File: src/rtl/fp_addsub_pipe.sv
// Three-stage pipelined floating-point add/subtract: align, add/normalise, round/pack.
// Subnormals flush to signed zero; rounding is round-to-nearest-even.
module fp_addsub_pipe #(
  parameter int  EXP_W = 8,
  parameter int  MAN_W = 23,
  localparam int FW    = 1 + EXP_W + MAN_W
) (
  input  logic          clk_i,
  input  logic          rst_ni,
  input  logic          op_valid_i,
  output logic          op_ready_o,
  input  logic [FW-1:0] op_a_i,
  input  logic [FW-1:0] op_b_i,
  input  logic          op_sub_i,
  output logic          sum_valid_o,
  input  logic          sum_ready_i,
  output logic [FW-1:0] sum_data_o,
  output logic [3:0]    sum_flags_o
);
  localparam int SW  = MAN_W + 4;
  localparam int LZW = $clog2(SW + 1);
  localparam int XW  = EXP_W + 2;
  localparam logic [EXP_W-1:0] EXP_ONES = {EXP_W{1'b1}};
  localparam logic [EXP_W-1:0] EXP_ZERO = {EXP_W{1'b0}};
  localparam logic [MAN_W-1:0] MAN_ZERO = {MAN_W{1'b0}};
  localparam logic [XW-1:0]    XONE     = {{(XW-1){1'b0}}, 1'b1};
  localparam logic [FW-1:0]    QNAN     = {1'b0, EXP_ONES, 1'b1, {(MAN_W-1){1'b0}}};

  function automatic logic [LZW-1:0] lzc(input logic [SW-1:0] v);
    logic [LZW-1:0] n;
    logic           found;
    n     = {LZW{1'b0}};
    found = 1'b0;
    for (int i = SW - 1; i >= 0; i--) begin
      if (!found && !v[i]) n = n + {{(LZW-1){1'b0}}, 1'b1};
      else found = 1'b1;
    end
    return n;
  endfunction

  logic ready1_s, ready2_s, ready3_s;
  logic s1_valid_r, s2_valid_r, s3_valid_r;

  // Operand decode; B's sign is inverted at entry for subtraction.
  logic             sa_s, sb_s, za_s, zb_s, a_ge_s;
  logic             nan_a_s, nan_b_s, inf_a_s, inf_b_s;
  logic [EXP_W-1:0] ea_s, eb_s;
  logic [MAN_W-1:0] ma_s, mb_s;
  logic [MAN_W:0]   ga_s, gb_s;
  assign sa_s    = op_a_i[FW-1];
  assign sb_s    = op_b_i[FW-1] ^ op_sub_i;
  assign ea_s    = op_a_i[FW-2:MAN_W];
  assign eb_s    = op_b_i[FW-2:MAN_W];
  assign ma_s    = op_a_i[MAN_W-1:0];
  assign mb_s    = op_b_i[MAN_W-1:0];
  assign za_s    = (ea_s == EXP_ZERO);
  assign zb_s    = (eb_s == EXP_ZERO);
  assign ga_s    = za_s ? {(MAN_W+1){1'b0}} : {1'b1, ma_s};
  assign gb_s    = zb_s ? {(MAN_W+1){1'b0}} : {1'b1, mb_s};
  assign nan_a_s = (ea_s == EXP_ONES) && (ma_s != MAN_ZERO);
  assign nan_b_s = (eb_s == EXP_ONES) && (mb_s != MAN_ZERO);
  assign inf_a_s = (ea_s == EXP_ONES) && (ma_s == MAN_ZERO);
  assign inf_b_s = (eb_s == EXP_ONES) && (mb_s == MAN_ZERO);
  assign a_ge_s  = {ea_s, ga_s[MAN_W-1:0]} >= {eb_s, gb_s[MAN_W-1:0]};

  logic          spec_s;
  logic [FW-1:0] spec_data_s;
  logic [3:0]    spec_flags_s;
  // Special-operand priority: NaN, then inf-inf, then a single infinity.
  always_comb begin
    spec_s       = 1'b1;
    spec_data_s  = QNAN;
    spec_flags_s = 4'b0000;
    if (nan_a_s || nan_b_s) begin
      spec_data_s = QNAN;
    end else if (inf_a_s && inf_b_s && (sa_s != sb_s)) begin
      spec_flags_s = 4'b1000;
    end else if (inf_a_s || inf_b_s) begin
      spec_data_s = {(inf_a_s ? sa_s : sb_s), EXP_ONES, MAN_ZERO};
    end else begin
      spec_s = 1'b0;
    end
  end

  logic             sx_s;
  logic [EXP_W-1:0] ex_s, ey_s, diff_s;
  logic [MAN_W:0]   gx_s, gy_s;
  logic [SW-1:0]    y_ext_s, y_mask_s, y_al_s;
  // Swap so X is the larger magnitude, then align Y keeping guard/round/sticky.
  always_comb begin
    if (a_ge_s) begin
      sx_s = sa_s; ex_s = ea_s; ey_s = eb_s; gx_s = ga_s; gy_s = gb_s;
    end else begin
      sx_s = sb_s; ex_s = eb_s; ey_s = ea_s; gx_s = gb_s; gy_s = ga_s;
    end
    diff_s   = ex_s - ey_s;
    y_ext_s  = {gy_s, 3'b000};
    y_mask_s = ~({SW{1'b1}} << diff_s);
    y_al_s   = (y_ext_s >> diff_s) | {{(SW-1){1'b0}}, |(y_ext_s & y_mask_s)};
  end

  assign ready3_s   = !s3_valid_r || sum_ready_i;
  assign ready2_s   = !s2_valid_r || ready3_s;
  assign ready1_s   = !s1_valid_r || ready2_s;
  assign op_ready_o = ready1_s;

  logic             s1_sign_r, s1_sub_r, s1_zsign_r, s1_spec_r;
  logic [EXP_W-1:0] s1_exp_r;
  logic [SW-1:0]    s1_sigx_r, s1_sigy_r;
  logic [FW-1:0]    s1_spec_data_r;
  logic [3:0]       s1_spec_flags_r;
  // Stage 1 register: aligned operands and decoded specials.
  always_ff @(posedge clk_i or negedge rst_ni) begin
    if (!rst_ni) begin
      s1_valid_r <= 1'b0; s1_sign_r <= 1'b0; s1_sub_r <= 1'b0; s1_zsign_r <= 1'b0;
      s1_spec_r <= 1'b0; s1_exp_r <= EXP_ZERO; s1_sigx_r <= {SW{1'b0}};
      s1_sigy_r <= {SW{1'b0}}; s1_spec_data_r <= {FW{1'b0}}; s1_spec_flags_r <= 4'b0000;
    end else if (ready1_s) begin
      s1_valid_r <= op_valid_i; s1_sign_r <= sx_s; s1_sub_r <= sa_s ^ sb_s;
      s1_zsign_r <= sa_s & sb_s; s1_spec_r <= spec_s; s1_exp_r <= ex_s;
      s1_sigx_r <= {gx_s, 3'b000}; s1_sigy_r <= y_al_s;
      s1_spec_data_r <= spec_data_s; s1_spec_flags_r <= spec_flags_s;
    end
  end

  logic [SW:0]     sum_s;
  logic [LZW-1:0]  lz_s;
  logic [SW-1:0]   norm_sig_s;
  logic [XW-1:0]   norm_exp_s;
  // Add/subtract magnitudes, then normalise (carry right-shift or LZC left-shift).
  always_comb begin
    if (s1_sub_r) sum_s = {1'b0, s1_sigx_r} - {1'b0, s1_sigy_r};
    else          sum_s = {1'b0, s1_sigx_r} + {1'b0, s1_sigy_r};
    lz_s = lzc(sum_s[SW-1:0]);
    if (sum_s[SW]) begin
      norm_sig_s = {sum_s[SW:2], sum_s[1] | sum_s[0]};
      norm_exp_s = {2'b00, s1_exp_r} + XONE;
    end else begin
      norm_sig_s = sum_s[SW-1:0] << lz_s;
      norm_exp_s = {2'b00, s1_exp_r} - {{(XW-LZW){1'b0}}, lz_s};
    end
  end

  logic          s2_sign_r, s2_zero_r, s2_zsign_r, s2_spec_r;
  logic [XW-1:0] s2_exp_r;
  logic [SW-1:0] s2_sig_r;
  logic [FW-1:0] s2_spec_data_r;
  logic [3:0]    s2_spec_flags_r;
  // Stage 2 register: normalised significand with signed, widened exponent.
  always_ff @(posedge clk_i or negedge rst_ni) begin
    if (!rst_ni) begin
      s2_valid_r <= 1'b0; s2_sign_r <= 1'b0; s2_zero_r <= 1'b0; s2_zsign_r <= 1'b0;
      s2_spec_r <= 1'b0; s2_exp_r <= {XW{1'b0}}; s2_sig_r <= {SW{1'b0}};
      s2_spec_data_r <= {FW{1'b0}}; s2_spec_flags_r <= 4'b0000;
    end else if (ready2_s) begin
      s2_valid_r <= s1_valid_r; s2_sign_r <= s1_sign_r; s2_zero_r <= (sum_s == {(SW+1){1'b0}});
      s2_zsign_r <= s1_zsign_r; s2_spec_r <= s1_spec_r; s2_exp_r <= norm_exp_s;
      s2_sig_r <= norm_sig_s; s2_spec_data_r <= s1_spec_data_r; s2_spec_flags_r <= s1_spec_flags_r;
    end
  end

  logic             rnd_up_s, inx_s;
  logic [MAN_W+1:0] rsum_s;
  logic [MAN_W-1:0] rman_s;
  logic [XW-1:0]    rexp_s;
  logic [FW-1:0]    res_data_s;
  logic [3:0]       res_flags_s;
  // Round to nearest even, renormalise on rounding carry, then pack with flags.
  always_comb begin
    rnd_up_s = s2_sig_r[2] & (s2_sig_r[1] | s2_sig_r[0] | s2_sig_r[3]);
    inx_s    = |s2_sig_r[2:0];
    rsum_s   = {1'b0, s2_sig_r[SW-1:3]} + {{(MAN_W+1){1'b0}}, rnd_up_s};
    if (rsum_s[MAN_W+1]) begin
      rman_s = rsum_s[MAN_W:1];
      rexp_s = s2_exp_r + XONE;
    end else begin
      rman_s = rsum_s[MAN_W-1:0];
      rexp_s = s2_exp_r;
    end
    if (s2_spec_r) begin
      res_data_s  = s2_spec_data_r;
      res_flags_s = s2_spec_flags_r;
    end else if (s2_zero_r) begin
      res_data_s  = {s2_zsign_r, EXP_ZERO, MAN_ZERO};
      res_flags_s = 4'b0000;
    end else if ($signed(rexp_s) >= $signed({2'b00, EXP_ONES})) begin
      res_data_s  = {s2_sign_r, EXP_ONES, MAN_ZERO};
      res_flags_s = 4'b0101;
    end else if ($signed(rexp_s) <= $signed({XW{1'b0}})) begin
      res_data_s  = {s2_sign_r, EXP_ZERO, MAN_ZERO};
      res_flags_s = 4'b0011;
    end else begin
      res_data_s  = {s2_sign_r, rexp_s[EXP_W-1:0], rman_s};
      res_flags_s = {3'b000, inx_s};
    end
  end

  logic [FW-1:0] s3_data_r;
  logic [3:0]    s3_flags_r;
  // Stage 3 register: packed result, held while the consumer stalls.
  always_ff @(posedge clk_i or negedge rst_ni) begin
    if (!rst_ni) begin
      s3_valid_r <= 1'b0;
      s3_data_r  <= {FW{1'b0}};
      s3_flags_r <= 4'b0000;
    end else if (ready3_s) begin
      s3_valid_r <= s2_valid_r;
      s3_data_r  <= res_data_s;
      s3_flags_r <= res_flags_s;
    end
  end

  assign sum_valid_o = s3_valid_r;
  assign sum_data_o  = s3_data_r;
  assign sum_flags_o = s3_flags_r;
endmodule
File: config.mk
export PLATFORM = sky130hd
export DESIGN_NAME = fp_addsub_pipe
export DESIGN_NICKNAME = d
export VERILOG_FILES = /design/src/rtl/fp_addsub_pipe.sv
export SDC_FILE = /design/constraint.sdc
export NUM_CORES = 1
export LEC_CHECK = 0
export BUFFER_PORTS_ARGS = -buffer_cell sky130_fd_sc_hd__buf_2
export CAP_MARGIN = 20
export CORE_UTILIZATION = 25
export DETAILED_ROUTE_END_ITERATION = 10
export GPL_ROUTABILITY_DRIVEN = 0
export PLACE_DENSITY = 0.45
export SETUP_SLACK_MARGIN = 0.15
export SLEW_MARGIN = 20
export SYNTH_ARGS = -nofsm -noshare
export SYNTH_HDL_FRONTEND = slang
export SYNTH_SLANG_ARGS = --single-unit
File: constraint.sdc
create_clock -name clk_i -period 27.7 [get_ports clk_i]
set_clock_uncertainty 0.2 [all_clocks]
set_input_delay 2.77 -clock clk_i [delete_from_list [all_inputs] [get_ports clk_i]]
set_output_delay 2.77 -clock clk_i [all_outputs]
set_load 0.05 [all_outputs]
* After elaboration in Yosys (flattened, before gate mapping) *
Index checks and enable logic that the tools add are counted.
Widths: inputs -> output; s select.

cells by class
  shifts and indexed selects = 3
  reductions and logical operators = 101
  bitwise gates (word level) = 10
  multiplexer cells = 82
  multipliers = 0
  magnitude comparators = 3
  equal/unequal tests = 3
  $add $sub $neg = 33
  div/mod/pow operators = 0

operators by type and width
  kind                   number
  $mux 32                5
  $add 5x1->5 const B    26
  $mux 5                 26
  $mux 24                4
  $mux 31                2
  $logic_not 1->1        55
  $logic_not 23->1       2
  $reduce_bool 23->1     2
  $logic_and 1x1->1      32
  $mux 1                 32
  $ge 31x31->1           1
  $add 27x27->28         1
  $logic_not 28->1       1
  $mux 28                1
  $sub 27x27->28         1
  $and 27x27->27         1
  $mux 27                1
  $not 27->27            1
  $or 27x1->27           1
  $reduce_or 27->1       1
  $shl 27x5->27          1
  $shl 27x8->27 const A  1
  $shr 27x8->27          1
  $add 24x1->25          1
  20 further kinds       35

word-level totals
  output and inout port bits = 38
  bits in read-only memories = 0
  register bits after elaboration = 215
  memories kept = 0
  bits in latches = 0
  bits in writable memories = 0

* Longest topological paths before layout *
Gate-level depths: netlist of run 1.

  depth after elaboration = 82
  mapped depth = 105
  gate-level depth less buffers = 101

* Least setup slack after synthesis of run 1 *
Ideal clock, no wire load.

  path kind = register to register
  start point = register s1_sigx_r[12]
  end point = register s2_exp_r[7]
  stages on the path, launching flop included = 104
  data required time = 27.417 ns
  path slack = 8.023 ns
  arrival = 19.394 ns
  setup time = 0.083 ns
  cells stage by stage = dfrtp_1 ha_1 or3_1 or3_1 o2111ai_2 o221ai_1 and3_1 or3_1 and2_4 or2_1 buf_6 clkinv_4 ha_1 inv_1 a21oi_1 ha_1 nand2_1 a31oi_1 [... 68 more ...] mux2i_1 nand2_1 o21ai_0 nand2_1 o21ai_0 a21oi_1 o21ai_1 clkbuf_1 clkbuf_1 ha_1 a21o_1 a21o_1 a21o_1 a211o_1 nor3_1 a31oi_1 xor2_1 o21ai_0

between the ends
  word-level cells in the longest chain between the ends = 82
  elaborated cells between the ends (all ways) = 150

RTL lines
  item                                                     line      RTL
  from (decl)                                              109       logic [SW-1:0] s1_sigx_r, s1_sigy_r;
  from (signal assigned)                                   121       s1_sigx_r <= {gx_s, 3'b000}; s1_sigy_r <= y_al_s;
  $add 27x27->28 / $sub 27x27->28 (equally long branches)  133, 132
  $mux 28 *                                                132       if (s1_sub_r) sum_s = {1'b0, s1_sigx_r} - {1'b0, s1_sigy_r};
  branches (longest 79 deep; another with $add 5x1->5)     --
  $mux 10 *                                                135       if (sum_s[SW]) begin
  to (signal assigned)                                     157       s2_zsign_r <= s1_zsign_r; s2_spec_r <= s1_spec_r; s2_exp_r <= norm_exp_s;
  to (decl)                                                145       logic [XW-1:0] s2_exp_r;

Mark *: on every way between the ends.
A chain may end at the register's enable or synchronous reset.

* Worst setup path in the final report of run 1 *
  start point = register s1_sigy_r[0]
  end point = register s2_exp_r[8]

between the ends
  word-level cells in the longest chain between the ends = 82
  elaborated cells between the ends (all ways) = 162

RTL lines
  item                                                     line
  from (decl)                                              109
  from (signal assigned)                                   121
  $add 27x27->28 / $sub 27x27->28 (equally long branches)  133, 132
  $mux 28 *                                                132
  branches (longest 79 deep; another with $add 5x1->5)     --
  $mux 10 *                                                135

Marked as above.

==> metrics.txt, run 1 <==
DR vias=around 19000; Commonest cells post-synth=nand2_1 (344), nor2_1 (262), o21ai_0 (205), a21oi_1 (176), dfrtp_1 (151); Sw Ratio=0.518; RSZ-0062 raised after global routing=false; first-pass GRT wire length=104000 um; dpl ws=between 5 and 6 ns; synthesized cell area=between 0.015 and 0.02 sq mm; Longest Clk Path Bufs=2; cells after synthesis=2513; Seq pwr share=0.227; Crit path largest cell delay=0.82 ns; family with the most delay on the worst path=adder cells; Setup-failing EPs final=0; Skew-Pair Late Insertion Delay=about 0.45 ns; Async SR Flop Fraction=1.00; Vias/cell=roughly 5.4; fin crit share=0.801; Final Routed Wirelength=about 67000 um; RR Startpoint=s1_sigy_r[0]; initial antenna violation count=0; YS warnings=0; CTS Sinks=~150; post-cts resize count=0; cts hold-fix bufs=0; total gr overflow=0; CP startpoint kind=flip-flop; Setup TNS=0 ns; Unique masters post-synth=115; GRT Util Overall=0.175; Final Max Tran Viols=0; drt pass-1 iters=6; MaxCap Viol Count=0; Yosys top cell area share=0.204; count leader, synth=nand2_1; post-synthesis sequential area ratio=0.204; Core Util, Final=0.283; synthesis-to-layout area growth=11.5%; Detail Route Antenna Nets=0; CTS tree=done; IO Pins=around 110; WL met1=between 30000 and 40000 um; worst setup path startpoint=s1_sigy_r[0]; htree depth=4; vias in the first global route=18200; Clock Power Share=0.165; Synth Register Bits=around 150; CP bufs+invs=4; worst min path class=reg2reg; synth top area cells=dfrtp_1 (20%), ha_1 (7.7%), nand2_1 (7.0%); critical path class=reg2reg; Max Clock Freq=45.0 MHz; Final Hold Viols=0; crit path time final=approximately 22 ns; Gate power share=0.608; slew margin rel.=0.265; met2 wire len=roughly 31000 um; # Post-CTS Setup Buffers=0; HPWL after detailed placement=about 53000 um; Wirelength per Cell=19.2 um; DP Cell Count=~3500; Critical Path AT=roughly 22 ns; clock transition time at the flip-flop clock pins of the worst setup and hold paths=~0.07 ns; peak supply drop=0.0481 mV; # nets final=between 2000 and 3000; Pint=~730 uW; pin count of the biggest net entering global routing=90; Post-synth EDFFs=0; cell accounting for the most synthesized area=dfrtp_1; Most common cell on crit path=ha_1; Finished Layout Cells=approximately 3500; WP data required=about 28 ns; uppermost layer routed=met4; Pwr per Cell Area=73.1 mW/mm^2; cts bufs inserted=17; min-delay src=s1_valid_r; Buffers on Ports=106; Post-synth top flop=dfrtp_1; Syn Area/Cell=7.37 sq um; crit-path max FO=23; Net Sw Power=782 uW; initial core utilization=0.253; actual slew at the worst max-slew pin=about 1.1 ns; DRC viols=0; Die Y=274 um; core outline area=approximately 0.073 sq mm; slowest CP cell=xnor2_2; status=complete, no violations; total die area=0.0752 sq mm; critical path endpoint category=flip-flop; Initial DRC Count=around 1500; WL met3=between 3000 and 4000 um; # rows=around 100; ant diodes=0; Horiz. Die Dim=around 270 um; leak pwr=between 0.008 and 0.009 uW; setup ws final=around 5.5 ns; Syn Nets=about 2700; CTS Root Buffer Type=clkbuf_16; share of layout cells above drive strength 1=0.108
-- layout by cell type, fill, tap and decap left out, drive strengths merged, types with 14 or more instances in the layout --
cell type,instances
and2,54
ha,114
o21a,32
a22o,16
o211ai,28
mux2i,63
mux2,23
nand3,55
nand2,346
or2,14
dfrtp,151
nand4,39
nor4,34
or3,27
and3,24
o22ai,22
clkbuf,18
a22oi,14
xnor2,80
a2111oi,14
inv,103
buf,138
nor2,264
a211oi,27
o31ai,19
a31oi,36
a21oi,181
xor2,40
a221o,21
nor2b,27
nand2b,19
nor3,49
o21ai,218
a21o,29
-- sequential cells by signal, summed over array words and instances, names as in the netlist, 3 cells and up --
signal and cells:
sum_data_o 32, s1_sigy_r 27, s2_sig_r 27, s1_sigx_r 24, s2_exp_r 10, s1_exp_r 8, sum_flags_o 4, s1_spec_data_r 3
s2_spec_data_r 3
-- power groups by stage --
stage,sequential [uW],combinational (uW),clock [uW]
after detailed placement,347,902,0
after global placement,344,902,0
final,342,918,248
after CTS,343,906,254
after global routing,353,994,264
after floorplan,405,570,0
-- layout make-up --
class,instances,area (sq um)
Sequential cell,151,3780
Clock buffer,18,439
Timing Repair Buffer,138,797
Clock inverter,14,183
Tap cell,959,1200
Inverter,101,384
Multi-Input combinational cell,2121,13900
Fill cell,8046,52400
-- layer usage --
metal  vias up  track usage
li1       9236            -
met1      9169        0.245
met2       604        0.285
met3        76       0.0173
met4         0       0.0449
met5         -            0
-- metrics by stage --
stage	cell area [sq um]	hold WS, ns	power (uW)
global placement	20000	0.235	1250
detailed placement	20000	0.250	1250
finish	20600	0.261	1510
floorplan	18500	0.226	976
CTS	20600	0.266	1500
global route	20600	0.294	1610
-- worst paths after layout --
kind,end,slack [ns],depth (start not counted)
max,s2_exp_r[8],5.50,98
min,s2_valid_r,0.26,1
max reg2reg,s2_exp_r[8],5.50,98
min reg2reg,s2_valid_r,0.26,1
max in group asynchronous,s1_sigy_r[18],23.69,2
min in group asynchronous,sum_data_o[2],2.18,1
-- cells by family (layout without fill, tap and decap cells) --
family,Yosys count,in the layout,share of synthesized area
multiplexers,94,94,0.0580
buffers and inverters,241,271,0.0512
flip-flops,151,151,0.204
XOR/XNOR,121,121,0.0607
AND/OR/NAND/NOR,1000,1000,0.259
adder cells (fa/ha/maj),120,120,0.0813
AO/OA/AOI/OAI,786,786,0.286
No activity file was read; power rests on OpenSTA's default activity.
==> run 2: changes to the inputs <==
ABC_AREA = 1   (was unset)
PLACE_DENSITY = 0.46   (was 0.45)
clock period = 22.6 ns   (was 27.7 ns; I/O delays follow)
==> run 2 against run 1 <==
  * The run now ends with design-rule violations left
  * Clock power up 15%
  * Worst hold slack worse by 0.015 ns
  * Sequential cell count unchanged
  * Power up 41%
  * Largest cell class unchanged
==> metrics.txt, run 2 <==
status=finished with violations (was complete, no violations); failing checks=design-rule violations; RSZ-0062 raised after global routing=false (unchanged); initial core utilization=0.252 (was 0.253); CTS Sinks=151 (unchanged); CTS Root Buffer Type=clkbuf_16 (unchanged); Unique masters post-synth=70 (was 115); total gr overflow=0 (unchanged); Longest Clk Path Bufs=2 (unchanged); count leader, synth=nand2_1 (unchanged); Largest register FFs=32 (unchanged); Seq pwr share=0.199 (was 0.227); MaxCap Viol Count=0 (unchanged); post-synthesis sequential area ratio=0.210 (was 0.204); leak pwr=0.00994 uW (was 0.00843 uW); DRC viols=2 (was 0); clock transition time at the flip-flop clock pins of the worst setup and hold paths=0.07 ns (about the same); vias in the first global route=17800 (was 18200); Detail Route Antenna Nets=0 (unchanged); cell accounting for the most synthesized area=dfrtp_1 (unchanged); Final Max Tran Viols=0 (unchanged); Most common cell on crit path=nand2_1 (was ha_1); core outline area=0.0714 sq mm (was 0.0731 sq mm); Final Hold Viols=0 (unchanged); DR vias=18700 (was 19100); ant diodes=0 (unchanged); Clock Power Share=0.133 (was 0.165); Die Y=270 um (was 274 um); # rows=98 (was 99); hold_ws=0.246 ns (was 0.261 ns); Yosys top cell area share=0.210 (was 0.204); GRT Util Overall=0.171 (was 0.175); Setup-failing EPs final=0 (unchanged); most common cell after layout, fill and taps aside=nand2_1 (unchanged); Gate power share=0.667 (was 0.608); Syn Area/Cell=6.06 sq um (was 7.37 sq um); Post-synth top flop=dfrtp_1 (unchanged); Wirelength per Cell=15.9 um (was 19.2 um); Post-synth EDFFs=0 (unchanged); cells after synthesis=2971 (was 2513); synthesis-to-layout area growth=10.2% (was 11.5%); Pwr per Cell Area=108 mW/mm^2 (was 73.1 mW/mm^2); crit-path max FO=30 (was 23); Final Routed Wirelength=63100 um (was 67100 um); Vias/cell=4.71 (was 5.45); Initial DRC Count=1226 (was 1526); slowest CP cell=ha_1 (was xnor2_2); cts bufs inserted=17 (unchanged); slew margin rel.=0.376 (was 0.265); WP data required=22.73 ns (was 27.86 ns); first-pass GRT wire length=99300 um (was 104000 um); CP startpoint kind=flip-flop (unchanged); share of layout cells above drive strength 1=0.107 (was 0.108); post-cts resize count=0 (unchanged); # Post-CTS Setup Buffers=0 (unchanged); Skew-Pair Late Insertion Delay=0.47 ns (was 0.45 ns); fin crit share=0.761 (was 0.801); drt pass-1 iters=8 (was 6); Buffers on Ports=106 (unchanged); synth top area cells=dfrtp_1 (21%), nand2_1 (18%), inv_1 (8.0%) (was dfrtp_1 (20%), ha_1 (7.7%), nand2_1 (7.0%)); # nets final=3192 (was 2715); Setup TNS=0 ns (unchanged); critical path class=reg2reg (unchanged); synthesized cell area=0.0180 sq mm (was 0.0185 sq mm); Horiz. Die Dim=270 um (was 274 um); peak supply drop=0.0645 mV (was 0.0481 mV); total die area=0.0731 sq mm (was 0.0752 sq mm); HPWL after detailed placement=51500 um (was 52800 um); Syn Nets=3156 (was 2698); Crit path largest cell delay=0.44 ns (was 0.82 ns); Sw Ratio=0.574 (was 0.518); Critical Path AT=17.31 ns (was 22.35 ns); IO Pins=107 (unchanged); YS warnings=0 (unchanged); Pint=909 uW (was 727 uW); cts hold-fix bufs=0 (unchanged); Async SR Flop Fraction=1.00 (unchanged); initial antenna violation count=0 (unchanged); Commonest cells post-synth=nand2_1 (857), inv_1 (386), nor2_1 (287), o21ai_0 (230), nand3_1 (173) (was nand2_1 (344), nor2_1 (262), o21ai_0 (205), a21oi_1 (176), dfrtp_1 (151)); Synth Register Bits=151 (unchanged); crit path time final=17.19 ns (was 22.20 ns); pin count of the biggest net entering global routing=81 (was 90); CTS tree=done (unchanged); actual slew at the worst max-slew pin=0.936 ns (was 1.10 ns); critical path endpoint category=flip-flop (unchanged); Net Sw Power=1220 uW (was 782 uW); commonest non-fill, non-tap cells in the layout=nand2_1 (857), inv_1 (386), nor2_1 (284) (was nand2_1 (344), nor2_1 (261), o21ai_0 (205)); worst min path class=reg2reg (unchanged); htree depth=4 (unchanged); Max Clock Freq=58.2 MHz (was 45.0 MHz)
run 2: changes by cell type after synthesis, moves of 26 or more:
cell / change
nand2_1: +513
inv_1: +291
nand3_1: +118
xnor2_1: -67
mux2i_1: -56
clkbuf_1: -52
inv_2: +47
a21oi_1: -45
and2_1: -41
nand2_2: +35
nor2b_1: -27
a21o_1: -26
or3_1: -26
run 2: critical path: cells and delay by family, from the launching register on:
kind / cells / cell delay, ns
xor gates and xnor gates: 1 / 0.16
AOI/OAI and AO/OA: 10 / 1.76
DFF: 1 / 0.41
buffers and inverters: 13 / 0.63
and+or+nand+nor: 55 / 6.78
adders and majority gates: 26 / 7.13
run 2: path summary, 6_finish.rpt:
check | from | endpoint | slack, ns | cells past startpoint
hold reg to reg | s1_spec_data_r[30] | s1_spec_data_r[30] | 0.25 | 2
max in group asynchronous | rst_ni | s1_sigy_r[6] | 19.16 | 2
hold / removal | s1_spec_data_r[30] | s1_spec_data_r[30] | 0.25 | 2
setup / recovery | s1_sigx_r[9] | s2_exp_r[7] | 5.41 | 105
min in group asynchronous | rst_ni | sum_data_o[1] | 1.60 | 1
setup reg to reg | s1_sigx_r[9] | s2_exp_r[7] | 5.41 | 105
run 2: cells by family after synthesis:
kind of cell | after synthesis | share of synthesized area
AND/OR/NAND/NOR | 1545 | 0.375
buffers and inverters | 553 | 0.128
AO/OA/AOI/OAI | 536 | 0.171
flip-flops | 151 | 0.210
adder cells (fa/ha/maj) | 116 | 0.0815
XOR/XNOR | 64 | 0.0311
multiplexers | 6 | 0.00334
run 2: stage by stage:
| stage | cell area [sq um] | cells | util | total power, uW | setup WS (ns) |
|---|---|---|---|---|---|
| detailed placement | 19200 | 3938 | 0.270 | 1840 | 5.41 |
| global placement | 19200 | 3938 | 0.270 | 1850 | 5.59 |
| CTS | 19800 | 3970 | 0.278 | 2140 | 5.35 |
| global route | 19800 | 3970 | 0.278 | 2340 | 3.91 |
| finish | 19800 | 3970 | 0.278 | 2130 | 5.41 |
| floorplan | 18000 | 2971 | - | 1460 | 7.11 |
run 2: final cells by class:
class / count / area, sq um
well taps: 950 / 1190
clock buffers: 17 / 425
clock inverters: 15 / 155
multi-input cells: 2267 / 11900
flip-flops and latches: 151 / 3780
repair buffers: 121 / 649
inverters: 449 / 1700
fillers: 8236 / 51500
run 2: power by group through the flow:
stage	registers (uW)	logic [uW]	clock network [uW]
4_1_cts	426	1420	295
3_5_place_dp	431	1410	0
2_1_floorplan	497	962	0
5_1_grt	437	1600	305
3_3_place_gp	430	1420	0
6_report	425	1420	285
run 2: per-layer routing:
| metal | share of wire | global-route usage | vias up |
|---|---|---|---|
| li1 | - | - | 9695 |
| met1 | 0.48 | 0.230 | 8560 |
| met2 | 0.47 | 0.286 | 380 |
| met3 | 0.034 | 0.0176 | 71 |
| met4 | 0.022 | 0.0471 | 0 |
| met5 | 0 | 0 | - |
